$ cat src/rtl/score_tx_pkg.sv
// Shared types and constants for the score frame transmitter.
// SCORE_TX_CHECKSUM_EN selects the 4-byte frame that carries the XOR checksum.
package score_tx_pkg;

  typedef enum logic [2:0] {
    S_IDLE,
    S_TRIG,
    S_WAIT_DONE,
    S_GAP,
    S_FINISH
  } state_e;

  localparam logic [7:0] HDR_BYTE = 8'hA5;

`ifdef SCORE_TX_CHECKSUM_EN
  localparam logic [1:0] LAST_IDX = 2'd3;
`else
  localparam logic [1:0] LAST_IDX = 2'd2;
`endif

  // Frame byte for a given index, built from the latched scores.
  function automatic logic [7:0] byte_sel(input logic [1:0] idx,
                                          input logic [7:0] a,
                                          input logic [7:0] b);
    logic [7:0] r;
    case (idx)
      2'd0:    r = HDR_BYTE;
      2'd1:    r = a;
      2'd2:    r = b;
`ifdef SCORE_TX_CHECKSUM_EN
      default: r = HDR_BYTE ^ a ^ b;
`else
      default: r = 8'h00;
`endif
    endcase
    return r;
  endfunction

endpackage

$ cat src/rtl/score_tx_timer.sv
// Loadable down-counter with a zero flag; one instance times the trigger
// width, the inter-byte gap and the DONE timeout in turn.
module score_tx_timer #(
  parameter int W = 8
) (
  input  logic         clk,
  input  logic         rst,
  input  logic         load,
  input  logic [W-1:0] load_val,
  output logic         zero
);

  logic [W-1:0] cnt_q, cnt_d;

  always_comb begin
    cnt_d = cnt_q;
    if (load)              cnt_d = load_val;
    else if (cnt_q != '0)  cnt_d = cnt_q - 1'b1;
  end

  always_ff @(posedge clk or posedge rst) begin
    if (rst) cnt_q <= '0;
    else     cnt_q <= cnt_d;
  end

  assign zero = (cnt_q == '0);

endmodule

$ cat src/rtl/score_tx_framer.sv
// Builds the A5 / SCORE_A / SCORE_B [/ checksum] frame over the UART write handshake.
// Define SCORE_TX_CHECKSUM_EN to append the XOR checksum byte.
module score_tx_framer
  import score_tx_pkg::*;
#(
  parameter int TRG_CYCLES     = 5,
  parameter int GAP_CYCLES     = 16,
  parameter int TIMEOUT_CYCLES = 1000000
) (
  input  logic       CLK_50MHZ,
  input  logic       RST,
  input  logic       SEND,
  input  logic [7:0] SCORE_A,
  input  logic [7:0] SCORE_B,
  input  logic       DONE,
  output logic [7:0] DATA_IN,
  output logic       TRG_WRITE,
  output logic       BUSY,
  output logic       SENT,
  output logic       ERR
);

  localparam int TW = $clog2(TIMEOUT_CYCLES + 1);
  // Timer reads zero on the last cycle of each phase, so load count-1.
  localparam logic [TW-1:0] TRG_LD = TW'(TRG_CYCLES - 1);
  localparam logic [TW-1:0] GAP_LD = TW'((GAP_CYCLES > 0) ? GAP_CYCLES - 1 : 0);
  localparam logic [TW-1:0] TO_LD  = TW'(TIMEOUT_CYCLES - 1);

  state_e      state_q, state_d;
  logic [1:0]  idx_q, idx_d, idx_nx;
  logic [7:0]  a_q, a_d, b_q, b_d;
  logic [7:0]  data_q, data_d;
  logic        trg_q, trg_d;
  logic        busy_q, busy_d;
  logic        sent_q, sent_d;
  logic        err_q, err_d;
  logic        pend_q, pend_d;
  logic          tmr_load, tmr_zero;
  logic [TW-1:0] tmr_val;

  score_tx_timer #(.W(TW)) u_timer (
    .clk      (CLK_50MHZ),
    .rst      (RST),
    .load     (tmr_load),
    .load_val (tmr_val),
    .zero     (tmr_zero)
  );

  always_comb begin
    state_d  = state_q;
    idx_d    = idx_q;
    idx_nx   = idx_q + 2'd1;
    a_d      = a_q;
    b_d      = b_q;
    data_d   = data_q;
    trg_d    = trg_q;
    busy_d   = busy_q;
    sent_d   = 1'b0;
    err_d    = 1'b0;
    pend_d   = pend_q;
    tmr_load = 1'b0;
    tmr_val  = '0;
    case (state_q)
      S_IDLE: begin
        pend_d = 1'b0;
        if (SEND) begin
          a_d      = SCORE_A;
          b_d      = SCORE_B;
          idx_d    = 2'd0;
          data_d   = HDR_BYTE;
          trg_d    = 1'b1;
          busy_d   = 1'b1;
          tmr_load = 1'b1;
          tmr_val  = TRG_LD;
          state_d  = S_TRIG;
        end
      end
      S_TRIG: begin
        if (DONE) pend_d = 1'b1;
        if (tmr_zero) begin
          trg_d    = 1'b0;
          tmr_load = 1'b1;
          tmr_val  = TO_LD;
          state_d  = S_WAIT_DONE;
        end
      end
      S_WAIT_DONE: begin
        if (DONE || pend_q) begin
          pend_d = 1'b0;
          if (idx_q == LAST_IDX) begin
            sent_d  = 1'b1;
            state_d = S_FINISH;
          end else if (GAP_CYCLES == 0) begin
            idx_d    = idx_nx;
            data_d   = byte_sel(idx_nx, a_q, b_q);
            trg_d    = 1'b1;
            tmr_load = 1'b1;
            tmr_val  = TRG_LD;
            state_d  = S_TRIG;
          end else begin
            tmr_load = 1'b1;
            tmr_val  = GAP_LD;
            state_d  = S_GAP;
          end
        end else if (tmr_zero) begin
          err_d   = 1'b1;
          busy_d  = 1'b0;
          state_d = S_IDLE;
        end
      end
      S_GAP: begin
        if (tmr_zero) begin
          idx_d    = idx_nx;
          data_d   = byte_sel(idx_nx, a_q, b_q);
          trg_d    = 1'b1;
          tmr_load = 1'b1;
          tmr_val  = TRG_LD;
          state_d  = S_TRIG;
        end
      end
      S_FINISH: begin
        busy_d  = 1'b0;
        state_d = S_IDLE;
      end
      default: state_d = S_IDLE;
    endcase
  end

  always_ff @(posedge CLK_50MHZ or posedge RST) begin
    if (RST) begin
      state_q <= S_IDLE;
      idx_q   <= 2'd0;
      a_q     <= 8'h00;
      b_q     <= 8'h00;
      data_q  <= 8'h00;
      trg_q   <= 1'b0;
      busy_q  <= 1'b0;
      sent_q  <= 1'b0;
      err_q   <= 1'b0;
      pend_q  <= 1'b0;
    end else begin
      state_q <= state_d;
      idx_q   <= idx_d;
      a_q     <= a_d;
      b_q     <= b_d;
      data_q  <= data_d;
      trg_q   <= trg_d;
      busy_q  <= busy_d;
      sent_q  <= sent_d;
      err_q   <= err_d;
      pend_q  <= pend_d;
    end
  end

  assign DATA_IN   = data_q;
  assign TRG_WRITE = trg_q;
  assign BUSY      = busy_q;
  assign SENT      = sent_q;
  assign ERR       = err_q;

endmodule

$ cat config.mk
export PLATFORM = sky130hd
export DESIGN_NAME = score_tx_framer
export DESIGN_NICKNAME = d
export VERILOG_FILES = /design/src/rtl/score_tx_pkg.sv /design/src/rtl/score_tx_timer.sv /design/src/rtl/score_tx_framer.sv
export SDC_FILE = /design/constraint.sdc
export NUM_CORES = 1
export LEC_CHECK = 0
export ABC_AREA = 1
export BUFFER_PORTS_ARGS = -buffer_cell sky130_fd_sc_hd__buf_2
export CORE_ASPECT_RATIO = 0.75
export CORE_MARGIN = 1
export CORE_UTILIZATION = 50
export CTS_CLUSTER_DIAMETER = 200
export DETAILED_ROUTE_END_ITERATION = 16
export PLACE_DENSITY = 0.81
export SLEW_MARGIN = 40
export SYNTH_ARGS = -nofsm -noshare
export SYNTH_HDL_FRONTEND = slang
export SYNTH_SLANG_ARGS = --single-unit
$ cat constraint.sdc
create_clock -name CLK_50MHZ -period 1.6 [get_ports CLK_50MHZ]
set_input_delay 0.24 -clock CLK_50MHZ [delete_from_list [all_inputs] [get_ports CLK_50MHZ]]
set_output_delay 0.24 -clock CLK_50MHZ [all_outputs]
set_load 0.005 [all_outputs]
======== Yosys cells after proc, flatten, opt, wreduce, memory -nomap -nowiden ========
Cells that the tools add are included.
operators by class
  div/mod/pow operators ................... 0
  mux-type cells .......................... 41
  reduce and logical (&&, ||, !) cells .... 17
  multipliers ............................. 0
  equal/unequal tests ..................... 15
  shift-type cells ........................ 0
  magnitude comparators ................... 0
  bitwise operators ....................... 0
  add/subtract/negate cells ............... 2
operator list
  kind                                                 count
  case mux 20 bit (4 select lines)                     1
  two-way mux 20 bit                                   3
  two-way mux 3 bit                                    8
  case mux 8 bit (3 select lines)                      1
  zero test 20 bit                                     1
  nonzero test 20 bit                                  1
  subtractor 20 x 1 -> 20 bit (second input constant)  1
  two-way mux 8 bit                                    2
  case mux 8 bit (2 select lines)                      1
  two-way mux 1 bit                                    15
  inequality test 2 bit (second input constant)        7
  case mux 1 bit (3 select lines)                      4
  case mux 3 bit (4 select lines)                      1
  AND reduction 4 bit                                  3
  nonzero test 3 bit                                   3
  two-way mux 4 bit                                    2
  == test 3 x 2 -> 1 bit (second input constant)       2
  AND reduction 3 bit                                  2
  == test 2 bit (second input constant)                2
  two-way mux 2 bit                                    2
  case mux 2 bit (2 select lines)                      1
  nonzero test 2 bit                                   2
  == test 3 x 1 -> 1 bit (second input constant)       1
  == test 3 bit (second input constant)                1
  other kinds (8)                                      8
storage, ports and cells
  register bits after elaboration ......... 54
  bits of input ports ..................... 20
  bits in read-only memories .............. 0
  output and inout bits ................... 12
  bits in writable memories ............... 0
  latch bits .............................. 0
  memories ................................ 0

======== Logic depth before layout (Yosys ltp) ========
Gate-level depths: netlist (run 1).
  depth after elaboration ................. 5
  mapped depth ............................ 10
  mapped depth without buffers ............ 10

======== Modules after synthesis ========
Synthesis (run 1) repeated with hierarchy kept, for this count alone.
unflattened totals
  cell total of the unflattened synthesis .. 393
  area total of the unflattened synthesis .. 3052.9 µm²
by module, submodules not included
  module           times used  area an instance (µm²)  cells each
  score_tx_framer  1           1685.4                  210
  score_tx_timer   1           1367.6                  183

======== Least setup slack after synthesis (run 1) ========
OpenSTA, ideal clock, no wires.
  path type ............................... reg-to-reg
  start point ............................. reg u_timer.cnt_q[0]
  end point ............................... reg u_timer.cnt_q[17]
  arrival ................................. 1.485 ns
  cell stages (with the launch flop) ...... 11
  setup slack ............................. -0.016 ns
  clock period less this slack ............ 1.616 ns
  data required time ...................... 1.469 ns
  library setup time ...................... 0.131 ns
  path through ............................ dfrtp_1 > inv_1 > ha_1 > nand2_1 > nor2_1 > nand4_2 > nand3_2 > buf_6 > nor2_1 > nor2_1 > nor2_1
on the way
  longest elaborated chain between the ends .. 4
  elaborated cells between the ends (all ways) .. 10
ends and longest elaborated chain
  what                                                                                 line                  RTL
  start: declaration                                                                   score_tx_timer.sv:13  logic [W-1:0] cnt_q, cnt_d;
  start signal: assignment                                                             score_tx_timer.sv:23  else cnt_q <= cnt_d;
  parallel branches: the longest is 4 deep, another holds subtractor 20 x 1 -> 20 bit  --
Parallel ways; which one is timed is not known. The select of a mux whose other input is x is not followed.
A chain may end at the register's enable or synchronous reset.

======== Worst setup path in the final report (run 1) ========
  start point ............................. reg u_timer.cnt_q[13]
  end point ............................... reg u_timer.cnt_q[1]
on the way
  longest elaborated chain between the ends .. 4
  elaborated cells between the ends (all ways) .. 8
ends and longest elaborated chain
  what                                                                                        line                                           RTL
  zero test 20 bit                                                                            score_tx_timer.sv:26                           assign zero = (cnt_q == '0);
  two-way mux 20 bit / two-way mux 1 bit (equally long branches)                              score_tx_framer.sv:80, score_tx_framer.sv:112
  case mux 20 bit (4 select lines) / case mux 1 bit (3 select lines) (equally long branches)  score_tx_framer.sv:63                          case (state_q)
  two-way mux 20 bit / nonzero test 2 bit (equally long branches)                             --
Parallel ways exist; a longest one is shown, timed or not.

==> impl_metrics.toml, run 1 <==
[cells_and_area]
diodes = 0
final_common_cell = "nand2_1"
final_layout_size_suffix_gt1_share_pct = 40.9
mostFrequentLayoutCells = "nand2_1, dfrtp_1, buf_4"
finalInstanceArea_mm2 = 0.00396
synthToLayoutAreaGrowth_pct = 34.5
nets = 460
fill_cells = 352

[routing]
wl_per_cell_um = 18.0
ant_nets = 0
drt_iter0_drc = 378
routed_wl_um = 9180
firstDrtPassIters = 5
vias_per_cell = 5.88
vias = 2997
drc_errors = 0

[clocking]
clock_sinks = 54
cts_root_buf = "clkbuf_8"
cts_made_buffers = 5
clock_latency_ps = 330
cts.path.max_buffers = 2
cts_tree = "done"
clkSlewWorstSetupHoldPaths_ps = 110
htreeDepth = 2

[global_route]
grt_max_degree = 55
track_usage_pct = 27.3
first_global_vias = 2660
grt_pass1_wl_um = 12900
grt.overflow.total = 0
antenna_found_initial = 0

[placed_design]
gp_congestion = 0.903
numPortBuffers = 31
place_hpwl_um = 5250
pre_cts_slack_ps = -83.2
placed_area_mm2 = 0.00343

[synth]
synthArstFlopShare_pct = 100
yosysWarnings = 0
yosys.area.top_type_share_pct = 45.9
synth_area_leader_cell = "dfrtp_1"
synth_edf_count = 0
yosysUniqueCellTypes = 32
avgSynthCellArea_um2 = 8.49
ys_top_cells_by_area = "dfrtp_1, nand2_1, nor2_1"
synth_ff_type = "dfrtp_1"
syn_area_mm2 = 0.00295
seq_area_frac_synth_pct = 45.9
ys_seq_elements = 54
syn-num-nets = 373
synth_cells = 347

[critical_path]
r2r_slack_ps = -160
path_class = "reg -> reg"
crit_path_end_kind = "register"
worstPathCellList = "nor2_2 -> nand2_2 -> nor2_4 -> nand2_2 -> nor2_4 -> nand4_4 -> nand2_1 -> nand2_2"
path_common_cell = "nand2_2"
cp.arrival_ps = 1970
worst_path_largest_cell_delay_ps = 440
worst_ep_required_time_ps = 1810
start_kind = "register"
worstPathMaxFanout = 5
slowest_stage = "dfrtp_1"

[sta]
worst_slack_ps = -162
fmax_mhz = 568
hold_viol_final = 0
worstMarginPinSlew_ps = 324
slew_headroom_pct = 78.3
finalCritPeriodShare_pct = 110
rsz0062_at_grt = "true"
maxSlewViolCount = 0
post-route-min-period_ps = 1760
setup_violations = 29
skew_ps = 16.1

[power]
ir_drop_v = 0.000863
leakage_nw = 1.94
power-per-cell-area_mw_per_mm2 = 2050
swShare_pct = 46.3
p_int_mw = 4.35
seq_power_share_pct = 28.4
p_clk_share_pct = 11.6
p_comb_share_pct = 60.0
power.switching_mw = 3.75

[worst_hold_path]
hp-class = "in -> reg"

[floorplanning]
die_h_um = 68.5
num_rows = 23
dieWidth_um = 90.6
core_area_mm2 = 0.00550
io_pins = 32
dieArea_mm2 = 0.00620
initial_utilization_pct = 53.6

[run_status]
failed_checks = "setup timing"
status = "finished, violations left"

[run]
drv_cap = 0
repair_timing:
item	4_1_cts	5_1_grt
gates resized for setup	19	55
hold buffers	1	0
endpoints found under the setup margin	26	33
buffers inserted	10	6
pin swaps	10	17
gates cloned	2	0
endpoints found under the hold margin	54	0
cell usage after synthesis, types with 2 or more instances:
master	instances
a21oi_1	17
a22o_1	6
a31oi_1	4
buf_6	2
dfrtp_1	54
ha_1	6
inv_1	33
inv_2	4
mux2_2	6
mux2_4	6
nand2_1	69
nand3_1	20
nand3_2	3
nand4_1	10
nand4_2	2
nor2_1	60
nor2_2	3
nor2_4	3
nor3_1	9
nor3_2	2
o21ai_0	6
o21ai_1	2
o22ai_1	2
xnor2_1	4
xor2_1	7
worst paths after layout:
kind / start / end / cells after the start
worst max-delay path: u_timer.cnt_q[13] / u_timer.cnt_q[1] / 8
worst min-delay path: SCORE_A[7] / a_q[7] / 2
worst max register to register: u_timer.cnt_q[13] / u_timer.cnt_q[1] / 8
worst min register to register: DATA_IN[1] / DATA_IN[1] / 2
max in group asynchronous: RST / state_q[0] / 4
min in group asynchronous: RST / u_timer.cnt_q[9] / 4
critical path, delay by kind of cell, from the launching register on:
| family | cells | cell delay (ps) |
|---|---|---|
| DFF | 1 | 440 |
| and+or+nand+nor | 8 | 1190 |
per-layer routing:
layer	vias up	part of all wire (%)	GRT usage [%]
met5	-	0	0
met1	1448	40	36.8
li1	1311	-	-
met3	50	8.5	6.11
met4	0	3.8	11.3
met2	188	47	43.1
registers in the layout (all words and copies together) (netlist names):
| signal | count |
|---|---|
| BUSY | 1 |
| DATA_IN | 8 |
| ERR | 1 |
| SENT | 1 |
| TRG_WRITE | 1 |
| a_q | 8 |
| b_q | 8 |
| idx_q | 2 |
| pend_q | 1 |
| state_q | 3 |
| u_timer.cnt_q | 20 |
final cells by class:
cell class / instances / area, µm² / share of cell area, %
multi-input combinational: 253 / 1670 / 42.3
sequential: 54 / 1350 / 34.2
timing repair buffer: 83 / 588 / 14.8
inverter: 37 / 141 / 3.57
tap: 75 / 93.8 / 2.37
clock buffer: 5 / 68.8 / 1.74
clock inverter: 3 / 40.0 / 1.01
stage by stage:
stage | TNS (ps) | cells | hold slack [ps] | power [mW] | utilization, %
after CTS | -98.9 | 504 | 147 | 7.17 | 67.5
after floorplan | 0 | 347 | 389 | 4.71 | -
after global placement | -625 | 483 | 311 | 5.72 | 62.4
after detailed placement | -896 | 483 | 312 | 5.85 | 62.4
final | -2270 | 510 | 137 | 8.11 | 72.0
after global routing | -4490 | 510 | 136 | 8.49 | 72.0
power groups by stage:
stage | Sequential (mW) | Clock, mW | Combinational [mW]
floorplan | 2.19 | 0 | 2.52
global placement | 2.23 | 0 | 3.48
detailed placement | 2.26 | 0 | 3.59
CTS | 2.24 | 0.930 | 4.00
global route | 2.34 | 0.998 | 5.15
finish | 2.30 | 0.939 | 4.87
kinds of logic (layout without fill, tap and decap cells):
family,count (synthesis),in the layout,synth area share [%]
fa+ha+maj,6,6,2.55
simple gates,184,186,29.0
xor+xnor,11,11,3.27
flops,54,54,45.9
buf+inv,42,128,6.41
compound gates,38,38,7.56
mux,12,12,5.35
No activity file was read; power rests on OpenSTA's default activity.
==> run 2: changes to the inputs <==
- PLACE_DENSITY: 0.81 -> 0.79
- clock period: 1.6 -> 1.75 ns (I/O delays scaled with it)
==> run 2 against run 1 <==
Net effect:
- via count shrank 6.9%
- die area is the same
- combinational power is 24% lower
- critical path type unchanged
- cell area fell by 8.2%
- sequential power fell by 10%
- first-iteration DRC count shrank 33%
- core utilization shrank 5.9 points
- critical path depth up 1
- register-to-register slack better by 110 ps
- flip-flop and latch count unchanged
- clock power fell by 24%
- the run still ends with setup timing left
- maximum frequency fell by 2.1%
==> impl_metrics.toml, run 2 (same netlist as run 1, synthesis figures left out) <==
[run_status]
status = "finished, violations left"
failed_checks = "setup timing"

[cells_and_area]
nets = 443
diodes = 0
synthToLayoutAreaGrowth_pct = 23.5
mostFrequentLayoutCells = "nand2_1, nor2_1, dfrtp_1"
top_register = "u_timer.cnt_q"
largest_register_ffs = 20
finalInstanceArea_mm2 = 0.00364
final_layout_size_suffix_gt1_share_pct = 29.9
final_common_cell = "nand2_1"
fill_cells = 431

[placed_design]
place_hpwl_um = 5440
placed_area_mm2 = 0.00334
numPortBuffers = 31
gp_congestion = 0.968

[critical_path]
worstPathCellList = "nor2_1 -> nand2_1 -> nor2_2 -> nand3_4 -> nor2_2 -> nor2_2 -> o21ai_1 -> nand2_2 -> nand2_1"
rr_worst_depth = 9
worstReg2RegEnd = "u_timer.cnt_q[0]"
path_class = "reg -> reg"
timing.rr.start = "u_timer.cnt_q[4]"
worst_ep_required_time_ps = 2000
r2r_slack_ps = -50
worst_path_largest_cell_delay_ps = 440
cp.arrival_ps = 2050
path_common_cell = "nor2_2"
worstPathMaxFanout = 8
crit_path_end_kind = "register"
slowest_stage = "dfrtp_1"
critPathTopFamily = "simple AND/OR/NAND/NOR gates"
cp_num_buf_inv = 0
start_kind = "register"

[sta]
fmax_mhz = 556
worst_slack_ps = -49.6
holdWs_ps = 165
slew_headroom_pct = 67.9
finalCritPeriodShare_pct = 103
hold_viol_final = 0
rsz0062_at_grt = "true"
skew_ps = 7.95
maxSlewViolCount = 0
setup_violations = 7
post-route-min-period_ps = 1800
worstMarginPinSlew_ps = 481

[clocking]
htreeDepth = 2
clock_sinks = 54
cts_root_buf = "clkbuf_8"
cts_made_buffers = 5
cts_tree = "done"
cts.path.max_buffers = 2
clock_latency_ps = 320
clkSlewWorstSetupHoldPaths_ps = 100

[floorplanning]
dieArea_mm2 = 0.00620
num_rows = 23
initial_utilization_pct = 53.6
die_h_um = 68.5
core_area_mm2 = 0.00550
io_pins = 32
dieWidth_um = 90.6

[power]
power-per-cell-area_mw_per_mm2 = 1790
ir_drop_v = 0.000690
leakage_nw = 1.81

[global_route]
grt_pass1_wl_um = 12000
grt.overflow.total = 0
antenna_found_initial = 0
first_global_vias = 2524
track_usage_pct = 25.3
grt_max_degree = 25

[routing]
vias = 2789
vias_per_cell = 5.66
drt_iter0_drc = 254
firstDrtPassIters = 5
ant_nets = 0
wl_per_cell_um = 16.1
drc_errors = 0
routed_wl_um = 7920

[worst_hold_path]
hold_path_end = "a_q[7]"
hp-class = "in -> reg"
hold-path-cell-count = 2
worstHoldStart = "SCORE_A[7]"

[run]
drv_cap = 0
run 2: cell count changes in the layout (fill, tap and decap cells not counted), sizes merged:
cell | previous run | this run
buf | 82 | 67
nand2 | 73 | 71
bufinv | 1 | 0
clkinvlp | 0 | 1
run 2: routing by layer:
layer	up-vias	GRT usage, %	part of all wire, %
met5	-	0	0
met4	0	9.68	3.3
met3	29	5.11	8.3
met2	161	40.9	46
met1	1322	34.0	42
li1	1277	-	-
run 2: what timing repair did:
item / 4_1_cts / 5_1_grt
cloned: 0 / 0
hold endpoints to repair: 22 / 0
pin swaps: 3 / 4
gates resized for setup: 10 / 17
hold buffers: 1 / 0
setup buffers: 6 / 6
setup endpoints to repair: 9 / 33
run 2: worst max-delay path by stage:
stage | from | endpoint | slack (ps) | depth (start not counted)
after floorplan | u_timer.cnt_q[0] | u_timer.cnt_q[17] | 130 | 10
after global placement | state_q[2] | DATA_IN[5] | 7 | 5
after global routing | u_timer.cnt_q[4] | u_timer.cnt_q[0] | -90 | 9
after CTS | u_timer.cnt_q[8] | u_timer.cnt_q[0] | 0.4 | 9
after detailed placement | state_q[2] | u_timer.cnt_q[0] | -50 | 7
final | u_timer.cnt_q[4] | u_timer.cnt_q[0] | -50 | 9
run 2: final cells by class:
class	instances	area, µm²	share of cell area [%]
well taps	75	93.8	2.58
repair buffers	68	460	12.7
clock buffers	5	68.8	1.89
flip-flops and latches	54	1360	37.3
inverters	37	141	3.89
multi-input cells	251	1500	41.1
clock inverters	3	21.3	0.585
run 2: stage by stage:
step / TNS, ps / total power [mW] / util [%] / cells / setup slack (ps)
6_report: -123 / 6.50 / 66.2 / 493 / -49.6
4_1_cts: 0 / 6.13 / 64.4 / 487 / 0.396
3_5_place_dp: -217 / 5.19 / 60.7 / 472 / -45.7
5_1_grt: -716 / 6.92 / 66.2 / 493 / -91.6
2_1_floorplan: 0 / 4.30 / - / 347 / 134
3_3_place_gp: 0 / 5.04 / 60.7 / 472 / 7.08
run 2: worst reg2reg max path, delay by kind of cell, from the launching register on:
family	cells	cell delay [ps]
compound gates	1	120
simple gates	8	1170
flops	1	440
run 2: report_power, final:
group / switching, mW / internal (mW) / leakage, nW
sequential: 0.343 / 1.72 / 0.665
combinational: 2.19 / 1.53 / 1.10
clock: 0.436 / 0.282 / 0.0441
==> run 3: changes to the inputs <==
- RECOVER_POWER: default -> 50
==> run 3 against run 2 <==
Net effect:
- the run still ends with setup timing left
- first-iteration DRC count is 33% higher
- maximum frequency is 0.11% higher
- clock skew hardly changed
- core utilization decreased by 0.16 points
==> impl_metrics.toml, run 3 (same netlist as run 1, synthesis figures left out) <==
[clocking]
clock_latency_ps = 310
cts.path.max_buffers = 2
htreeDepth = 2
clkSlewWorstSetupHoldPaths_ps = 100
cts_tree = "done"
clock_sinks = 54
cts_made_buffers = 5
cts_root_buf = "clkbuf_8"

[critical_path]
path_common_cell = "nor2_2"
path_class = "reg -> reg"
worstPathCellList = "nor2_1 -> nand2_1 -> nor2_2 -> nand3_4 -> nor2_2 -> nor2_2 -> o21ai_1 -> nand2_2 -> nand2_1"
cp.arrival_ps = 2050
crit_path_end_kind = "register"
worst_ep_required_time_ps = 2000
worstPathMaxFanout = 8
start_kind = "register"
slowest_stage = "dfrtp_1"
worst_path_largest_cell_delay_ps = 440

[worst_hold_path]
hp-class = "in -> reg"

[cells_and_area]
synthToLayoutAreaGrowth_pct = 23.2
multi_input_comb_area_mm2 = 0.00150
mostFrequentLayoutCells = "nand2_1, nor2_1, dfrtp_1"
final_common_cell = "nand2_1"
final_layout_size_suffix_gt1_share_pct = 28.0
fill_cells = 434
diodes = 0
largest_register_ffs = 20
top_register = "u_timer.cnt_q"
finalInstanceArea_mm2 = 0.00363
nets = 443
regArea_mm2 = 0.00136
fin_util_pct = 66.0

[global_route]
grt_pass1_wl_um = 12000
antenna_found_initial = 0
track_usage_pct = 25.3
first_global_vias = 2524
grt_max_degree = 25
grt.overflow.total = 0

[placed_design]
gp_congestion = 0.968
pre_cts_slack_ps = -45.7
placed_area_mm2 = 0.00334
numPortBuffers = 31
place_hpwl_um = 5440

[floorplanning]
initial_utilization_pct = 53.6
num_rows = 23
core_area_mm2 = 0.00550
dieWidth_um = 90.6
io_pins = 32
dieArea_mm2 = 0.00620
die_h_um = 68.5

[power]
leakage_nw = 1.79
power-per-cell-area_mw_per_mm2 = 1790
ir_drop_v = 0.000689

[sta]
post-route-min-period_ps = 1800
worstMarginPinSlew_ps = 868
skew_ps = 8.36
worst_slack_ps = -47.6
maxSlewViolCount = 0
rsz0062_at_grt = "true"
hold_viol_final = 0
slew_headroom_pct = 42.0
tns_ps = -105
fmax_mhz = 556
setup_violations = 6
finalCritPeriodShare_pct = 103

[routing]
drt_iter0_drc = 337
routed_wl_um = 7880
firstDrtPassIters = 5
drc_errors = 0
vias = 2747
vias_per_cell = 5.57
wl_per_cell_um = 16.0
ant_nets = 0

[run_status]
failed_checks = "setup timing"
status = "finished, violations left"

[run]
drv_cap = 0
run 3: layout make-up:
cell class	count	share of cell area, %
flip-flops and latches	54	37.3
multi-input cells	251	41.2
well taps	75	2.59
repair buffers	68	12.4
clock inverters	3	0.586
clock buffers	5	1.90
inverters	37	3.90
run 3: path summary, 6_finish.rpt:
check                            startpoint  slack [ps]          endpoint  cells past startpoint
min reg2reg                            BUSY         480              BUSY                      2
max                        u_timer.cnt_q[4]         -50  u_timer.cnt_q[0]                      9
min in group asynchronous               RST         660            a_q[2]                      3
min                              SCORE_A[7]         170            a_q[7]                      2
max in group asynchronous               RST         230  u_timer.cnt_q[8]                      4
max reg2reg                u_timer.cnt_q[4]         -50  u_timer.cnt_q[0]                      9
run 3: worst max-delay path: cells and delay by family, from the launching register on:
family | cells | cell delay (ps)
flip-flops | 1 | 440
AO/OA/AOI/OAI | 1 | 120
AND/OR/NAND/NOR | 8 | 1170
run 3: power by group:
group / internal [mW] / total (mW) / switching [mW] / leakage [nW]
clock network: 0.282 / 0.717 / 0.434 / 0.0441
registers: 1.72 / 2.07 / 0.349 / 0.665
logic: 1.52 / 3.70 / 2.18 / 1.08
run 3: what timing repair did:
item,CTS,global route
hold buffers,1,0
endpoints found under the setup margin,9,33
buffers inserted,6,6
resized for setup,10,17
endpoints found under the hold margin,22,0
pin swaps,3,4
run 3: metrics by stage:
step,hold slack (ps),power (mW),instances
after CTS,169,6.13,487
after global placement,316,5.04,472
after detailed placement,313,5.19,472
after floorplan,411,4.30,347
after global routing,166,6.91,493
final,168,6.49,493
run 3: layer usage:
| layer | vias up | track usage (%) | part of all wire, % |
|---|---|---|---|
| met5 | - | 0 | 0 |
| met4 | 0 | 9.68 | 3.0 |
| met3 | 24 | 5.11 | 8.1 |
| met2 | 154 | 40.9 | 46 |
| met1 | 1296 | 34.0 | 43 |
| li1 | 1273 | - | - |
